### src/rtl/fwd_hazard_unit.sv
// fwd_hazard_unit
//   Operand forwarding and hazard detection for the Balotelli pipeline.
//   Each read port resolves its operand from the youngest matching write
//   stage, else from the long-latency completion bus, else from the
//   register file. A per-register scoreboard tracks outstanding
//   long-latency writes, and a stall is raised when an operand cannot be
//   produced this cycle.
//
// Ports
//   Clk, Rst            clock, synchronous active-high reset
//   StgRd*In            per-stage write data/dest/enable/data-final flag
//   Rs*In / RsDataOut   source read ports and resolved operands
//   LongIssue*In        long-latency issue from ID (ignored while stalled)
//   LongDone*In         long-latency completion (bypassed same cycle)
//   StallOut            hold IF/ID, bubble into Ex
//   PendingOut          scoreboard bits (debug)
//   StallCntOut         saturating count of stall cycles
module fwd_hazard_unit #(
  parameter int DATA_W  = 64,
  parameter int REG_AW  = 5,
  parameter int NUM_RS  = 2,
  parameter int NUM_STG = 3,
  parameter int CNT_W   = 32
) (
  input  logic                        Clk,
  input  logic                        Rst,
  input  logic [NUM_STG*DATA_W-1:0]   StgRdDataIn,
  input  logic [NUM_STG*REG_AW-1:0]   StgRdAddrIn,
  input  logic [NUM_STG-1:0]          StgRdWeIn,
  input  logic [NUM_STG-1:0]          StgRdValidIn,
  input  logic [NUM_RS*REG_AW-1:0]    RsAddrIn,
  input  logic [NUM_RS-1:0]           RsReEnIn,
  input  logic [NUM_RS*DATA_W-1:0]    RsRegFileDataIn,
  output logic [NUM_RS*DATA_W-1:0]    RsDataOut,
  input  logic                        LongIssueIn,
  input  logic [REG_AW-1:0]           LongIssueAddrIn,
  input  logic                        LongDoneIn,
  input  logic [REG_AW-1:0]           LongDoneAddrIn,
  input  logic [DATA_W-1:0]           LongDoneDataIn,
  output logic                        StallOut,
  output logic [(1<<REG_AW)-1:0]      PendingOut,
  output logic [CNT_W-1:0]            StallCntOut
);

  localparam int NREG = 1 << REG_AW;

  logic [NREG-1:0]   r_pend;
  logic [NREG-1:0]   w_pend_nxt;
  logic [CNT_W-1:0]  r_cnt;
  logic [NUM_RS-1:0] w_haz;
  logic              w_stall;

  for (genvar p = 0; p < NUM_RS; p++) begin : g_port
    logic [REG_AW-1:0] w_addr;
    logic [DATA_W-1:0] w_rf;
    logic              w_act;
    logic [DATA_W-1:0] l_data;
    logic              l_haz;
    logic              l_hit;
    logic              l_vld;

    assign w_addr = RsAddrIn[p*REG_AW +: REG_AW];
    assign w_rf   = RsRegFileDataIn[p*DATA_W +: DATA_W];
    assign w_act  = RsReEnIn[p] && (w_addr != '0);

    always_comb begin
      l_data = w_rf;
      l_haz  = 1'b0;
      l_hit  = 1'b0;
      l_vld  = 1'b1;
      // Walk oldest to youngest so the youngest match is the last one kept.
      for (int s = NUM_STG - 1; s >= 0; s--) begin
        if (StgRdWeIn[s] && (StgRdAddrIn[s*REG_AW +: REG_AW] == w_addr)) begin
          l_hit  = 1'b1;
          l_vld  = StgRdValidIn[s];
          l_data = StgRdDataIn[s*DATA_W +: DATA_W];
        end
      end
      if (!w_act) begin
        l_data = w_rf;
      end else if (l_hit) begin
        l_haz = !l_vld;
      end else if (LongDoneIn && (LongDoneAddrIn == w_addr)) begin
        l_data = LongDoneDataIn;
      end else begin
        l_data = w_rf;
        l_haz  = r_pend[w_addr];
      end
    end

    assign w_haz[p] = l_haz;
    assign RsDataOut[p*DATA_W +: DATA_W] = l_data;
  end

  assign w_stall = (|w_haz) && !Rst;
  assign StallOut = w_stall;

  // Issue is applied after done so a same-cycle reissue keeps the bit set.
  always_comb begin
    w_pend_nxt = r_pend;
    if (LongDoneIn) w_pend_nxt[LongDoneAddrIn] = 1'b0;
    if (LongIssueIn && !w_stall && (LongIssueAddrIn != '0))
      w_pend_nxt[LongIssueAddrIn] = 1'b1;
    w_pend_nxt[0] = 1'b0;
  end

  always_ff @(posedge Clk) begin
    if (Rst) begin
      r_pend <= '0;
      r_cnt  <= '0;
    end else begin
      r_pend <= w_pend_nxt;
      if (w_stall && !(&r_cnt)) r_cnt <= r_cnt + CNT_W'(1);
    end
  end

  assign PendingOut  = r_pend;
  assign StallCntOut = r_cnt;

endmodule

### config.mk
export PLATFORM = sky130hd
export DESIGN_NAME = fwd_hazard_unit
export DESIGN_NICKNAME = d
export VERILOG_FILES = /design/src/rtl/fwd_hazard_unit.sv
export SDC_FILE = /design/constraint.sdc
export NUM_CORES = 1
export LEC_CHECK = 0
export CAP_MARGIN = 20
export CORE_AREA = 5 5 242 244
export CTS_CLUSTER_DIAMETER = 30
export DETAILED_ROUTE_END_ITERATION = 6
export DIE_AREA = 0 0 247 249
export PLACE_DENSITY_LB_ADDON = 0.25
export SLEW_MARGIN = 20
export SYNTH_ARGS = -nofsm -noshare
export SYNTH_HDL_FRONTEND = slang
export SYNTH_SLANG_ARGS = --single-unit
### constraint.sdc
create_clock -name Clk -period 5.58 [get_ports Clk]
set_input_delay 0.558 -clock Clk [delete_from_list [all_inputs] [get_ports Clk]]
set_output_delay 0.558 -clock Clk [all_outputs]
set_load 0.1 [all_outputs]
# --- Word level (Yosys, flattened, before mapping) ---
# Cells that the tools add are included.
word_totals:
  register_bits: 64
  word_cells: 87
  output_inout_bits: 193
  input_bits: 431
op_classes:
  n_reduce_logical: 26
  magnitude_cmp: 6
  add_sub_neg: 1
  n_bitwise: 3
  eq_ne: 8
  muxes: 40
op_table:
  columns: ["operator", "n"]
  rows:
  - ["64-bit 2-to-1 mux", 12]
  - ["32-bit 2-to-1 mux", 2]
  - ["5-bit equality test", 8]
  - ["32-bit by 1-bit adder with 32-bit output, second input constant", 1]
  - ["32-bit bitwise AND", 1]
  - ["32-bit inverter", 1]
  - ["32-bit OR", 1]
  - ["32-bit AND reduction", 1]
  - ["5-bit by 6-bit < comparator with 1-bit output, second input constant", 4]
  - ["1-bit 2-to-1 mux", 22]
  - ["1-bit logical AND", 16]
  - ["5-bit nonzero test", 3]
  - ["1-bit binary-select mux with 5-bit select", 2]
  - ["1-bit demux with 5-bit select", 2]
  - ["5-bit by 1-bit >= comparator with 1-bit output, second input constant", 2]
  - ["1-bit logical NOT", 5]
  - ["2-bit OR reduction", 1]

# --- Logic depth before layout (Yosys ltp) ---
logic_depth:
  word_depth: 14
  ltp_mapped: 12

# --- Least setup slack after synthesis ---
# OpenSTA, ideal clock, no wires.
synth_path:
  kind: "input to output"
  from: "input RsAddrIn[6]"
  to: "output RsDataOut[100]"
  path_slack_ps: 1159
  path_buffers: 4
  required_time_ps: 5022
  arrival_time_ps: 3863
  path_stages: 11
  cell_sequence: "buf_2 xor2_1 nor4_1 and3_1 clkbuf_1 buf_2 nor3_1 a21oi_2 clkbuf_1 o22ai_1 a21oi_1"
synth_via:
  elab_chain_cells: 7
  elab_cells_between_ends: 19
synth_lines:
  columns: ["element", "line_no", "rtl"]
  rows:
  - ["start: declaration", "31", "input logic [NUM_RS*REG_AW-1:0] RsAddrIn,"]
  - ["5-bit equality test", "73", "if (StgRdWeIn[s] && (StgRdAddrIn[s*REG_AW +: REG_AW] == w_addr)) begin"]
  - ["1-bit logical AND", "73", null]
  - ["64-bit 2-to-1 mux or 1-bit 2-to-1 mux (tied branches) (3 in series)", "73", null]
  - ["64-bit 2-to-1 mux", "81", "end else if (l_hit) begin"]
  - ["64-bit 2-to-1 mux (*)", "79", "if (!w_act) begin"]
  - ["end: declaration", "34", "output logic [NUM_RS*DATA_W-1:0] RsDataOut,"]
# Every way passes the cells marked *; elsewhere a longest branch is shown, timed or not.

# --- Worst setup path in the final report ---
layout_path:
  from: "input RsAddrIn[3]"
  to: "output RsDataOut[21]"
# The elaborated chain is that of the path after synthesis.

==> results.json <==
{
  "outcome": "complete, but fails checks",
  "violations": "design-rule violations",
  "wl_per_cell_um": 28.0,
  "utilization_pct": 32.9,
  "cpMaxStageDelayCell": "clkdlybuf4s50_1",
  "async_flop_share_pct": 0,
  "finalSetupViolCount": 0,
  "grt_pass1_wl_um": 106000,
  "max-cap-violations": 0,
  "worstPathMaxFanout": 30,
  "cp_cell_sequence": "clkdlybuf4s50_1 > xor2_1 > nor4_1 > and3_1 > nor3_2 > nand2_4 > buf_4 > o22ai_1 > a21oi_1 > buf_12",
  "cts_sinks": 63,
  "crit_buf_inv": 3,
  "grt_antenna_before_repair": 31,
  "end_kind": "output pin",
  "cellLeakagePower_nw": 5.83,
  "grt_usage_pct": 23.0,
  "netlist_area_um2": 10200,
  "drive_gt1_share_pct": 11.5,
  "cts-root-buf": "clkbuf_16",
  "final_cell_mix": "clkdlybuf4s50_1, mux2i_1, nand2_1",
  "dpl_worst_slack_ns": 0.857,
  "fmax_mhz": 211,
  "yosysTopAreaCellShare_pct": 19.8,
  "syn_nets": 1888,
  "yosysTopAreaCell": "mux2i_1",
  "fin_cells": 2756,
  "grt_max_degree": 131,
  "area_growth_pct": 80.9,
  "die_w_um": 247,
  "hold_viol": 0,
  "start_kind": "input port",
  "initial_utilization_pct": 18.2,
  "finalMaxSlewViolations": 0,
  "ys_types": 64,
  "maxSlewHeadroom_pct": 30.0,
  "fillers": 5885,
  "tightest_slew_ns": 1.05,
  "powerDensity_nw_per_um2": 151,
  "clk_pin_slew_ns": 0.06,
  "drt_iter0_drc": 1106,
  "clk_path_buf_depth": 2,
  "vias_per_cell": 5.27,
  "grt_pass1_vias": 14124,
  "die_h_um": 249,
  "vias": 14529,
  "path_class": "input port to output pin",
  "required_ns": 5.02,
  "drt-total-wl_um": 77100,
  "synth.yosys.seq_area_share_pct": 12.4,
  "placed_cells": 2721,
  "synthTopCellsByArea": "mux2i_1, dfxtp_1, o22ai_1",
  "first_pass_iters": 7,
  "path_delay_family": "simple AND/OR/NAND/NOR gates",
  "postSynthAreaPerCell_um2": 7.01,
  "finalCriticalPeriod_ns": 4.75,
  "peakVddDrop_mv": 0.107,
  "gp_congestion": 0.955,
  "ys_seq_elements": 63,
  "ioPinCount": 624,
  "ant_nets": 0,
  "setup_tns_ns": 0,
  "ctsResizeCount": 0,
  "insertion_delay_ns": 0.34,
  "overflow": 0,
  "num_rows": 87,
  "synth_edf_count": 0,
  "drc": 1,
  "cp.arrival_ns": 4.19,
  "min_path_type": "register to register",
  "rsz0062_at_grt": "false",
  "postCtsSetupBuffers": 0,
  "cts_hold_buf": 0,
  "core_area_um2": 56100,
  "cts_htree_levels": 3,
  "setup_ws_ns": 0.829,
  "finalClockSkew_ns": 0.0134,
  "synthCells": 1456,
  "slowest_delay_ns": 0.65,
  "yosys_warnings": 0,
  "holdWs_ns": 0.510,
  "die_area_um2": 61500,
  "ys.flop_type": "dfxtp_1",
  "dp_hpwl_um": 59900,
  "cts_tree": "yes",
  "fin_nets": 2408,
  "numCtsBuffers": 9,
  "layout_commonest_cell": "clkdlybuf4s50_1",
  "period_share_pct": 85.1,
  "port_buffers": 622
}
==> power breakdown <==
| group | total, W | leakage (nW) | internal (W) | switching (W) |
|---|---|---|---|---|
| clock network | 0.000532 | 0.131 | 0.000314 | 0.000218 |
| registers | 0.000459 | 0.508 | 0.000454 | 0.00000523 |
| logic | 0.00180 | 5.19 | 0.000704 | 0.00109 |
| total | 0.00279 | 5.83 | 0.00147 | 0.00132 |
==> state kept, by name, summed over array words and instances (netlist names) <==
register,count
PendingOut,31
StallCntOut,32
==> kinds of logic (layout without fill, tap and decap cells) <==
family                     count (synthesis)  after routing  synth area share, %
AOI/OAI and AO/OA                        568            568                 35.3
xor gates and xnor gates                  37             37                 3.17
adders and majority gates                  1              1                0.123
buffers and inverters                    160            685                 6.86
DFF                                       63             63                 12.4
muxes                                    222            222                 23.4
other                                      1             20               0.0367
and+or+nand+nor                          404            404                 18.7
==> synthesized netlist by cell type (all sizes together) (12+ instances only) <==
| master | count |
|---|---|
| o21a | 68 |
| o31ai | 12 |
| dfxtp | 63 |
| and3 | 12 |
| nor2 | 79 |
| a21oi | 146 |
| mux2i | 202 |
| mux4 | 12 |
| clkbuf | 94 |
| nor2b | 12 |
| xnor2 | 17 |
| or3 | 16 |
| nand3 | 42 |
| nor4 | 12 |
| o211ai | 82 |
| o22ai | 128 |
| nand2 | 173 |
| xor2 | 20 |
| nor3 | 13 |
| o21ai | 101 |
| buf | 56 |
==> layer usage <==
layer	global-route usage (%)	routed length [µm]	vias to the layer above	share of wire (%)
li1	-	-	6582	-
met1	27.7	29900	6997	39
met2	38.3	36400	807	47
met3	6.13	7120	125	9.2
met4	10.5	3570	18	4.6
met5	0	148	-	0.19
==> worst reg2reg max path: stages, from the launching register on <==
cell and delay, ns:
dfxtp_1 0.36, mux4_2 0.49, nor2b_1 0.16, a2111oi_0 0.41
a311oi_1 0.11, a21boi_2 0.21, a2bb2oi_4 0.20, buf_4 0.55
nor4_1 0.18, mux2_1 0.33
==> cell type report <==
cell class | count | area (µm²) | area share, %
Antenna cell | 19 | 47.5 | 0.257
Clock buffer | 10 | 239 | 1.29
Clock inverter | 6 | 45.0 | 0.244
Inverter | 10 | 37.5 | 0.203
Multi-Input combinational cell | 1233 | 8320 | 45.1
Sequential cell | 63 | 1260 | 6.83
Tap cell | 756 | 946 | 5.12
Timing Repair Buffer | 659 | 7570 | 41.0
==> path summary, 6_finish.rpt <==
path                        start               to  slack, ns  depth (start not counted)
setup reg to reg   PendingOut[16]   StallCntOut[5]       2.46                          9
hold / removal    StallCntOut[21]  StallCntOut[21]       0.51                          2
hold reg to reg   StallCntOut[21]  StallCntOut[21]       0.51                          2
setup / recovery      RsAddrIn[3]    RsDataOut[21]       0.83                         10
==> metrics by stage <==
step | cell area, µm² | power [W]
final | 18500 | 0.00279
after CTS | 18400 | 0.00280
after global placement | 18100 | 0.00225
after floorplan | 10200 | 0.00144
after detailed placement | 18100 | 0.00226
after global routing | 18500 | 0.00288
Note: power is estimated with default switching activity, not from simulation.
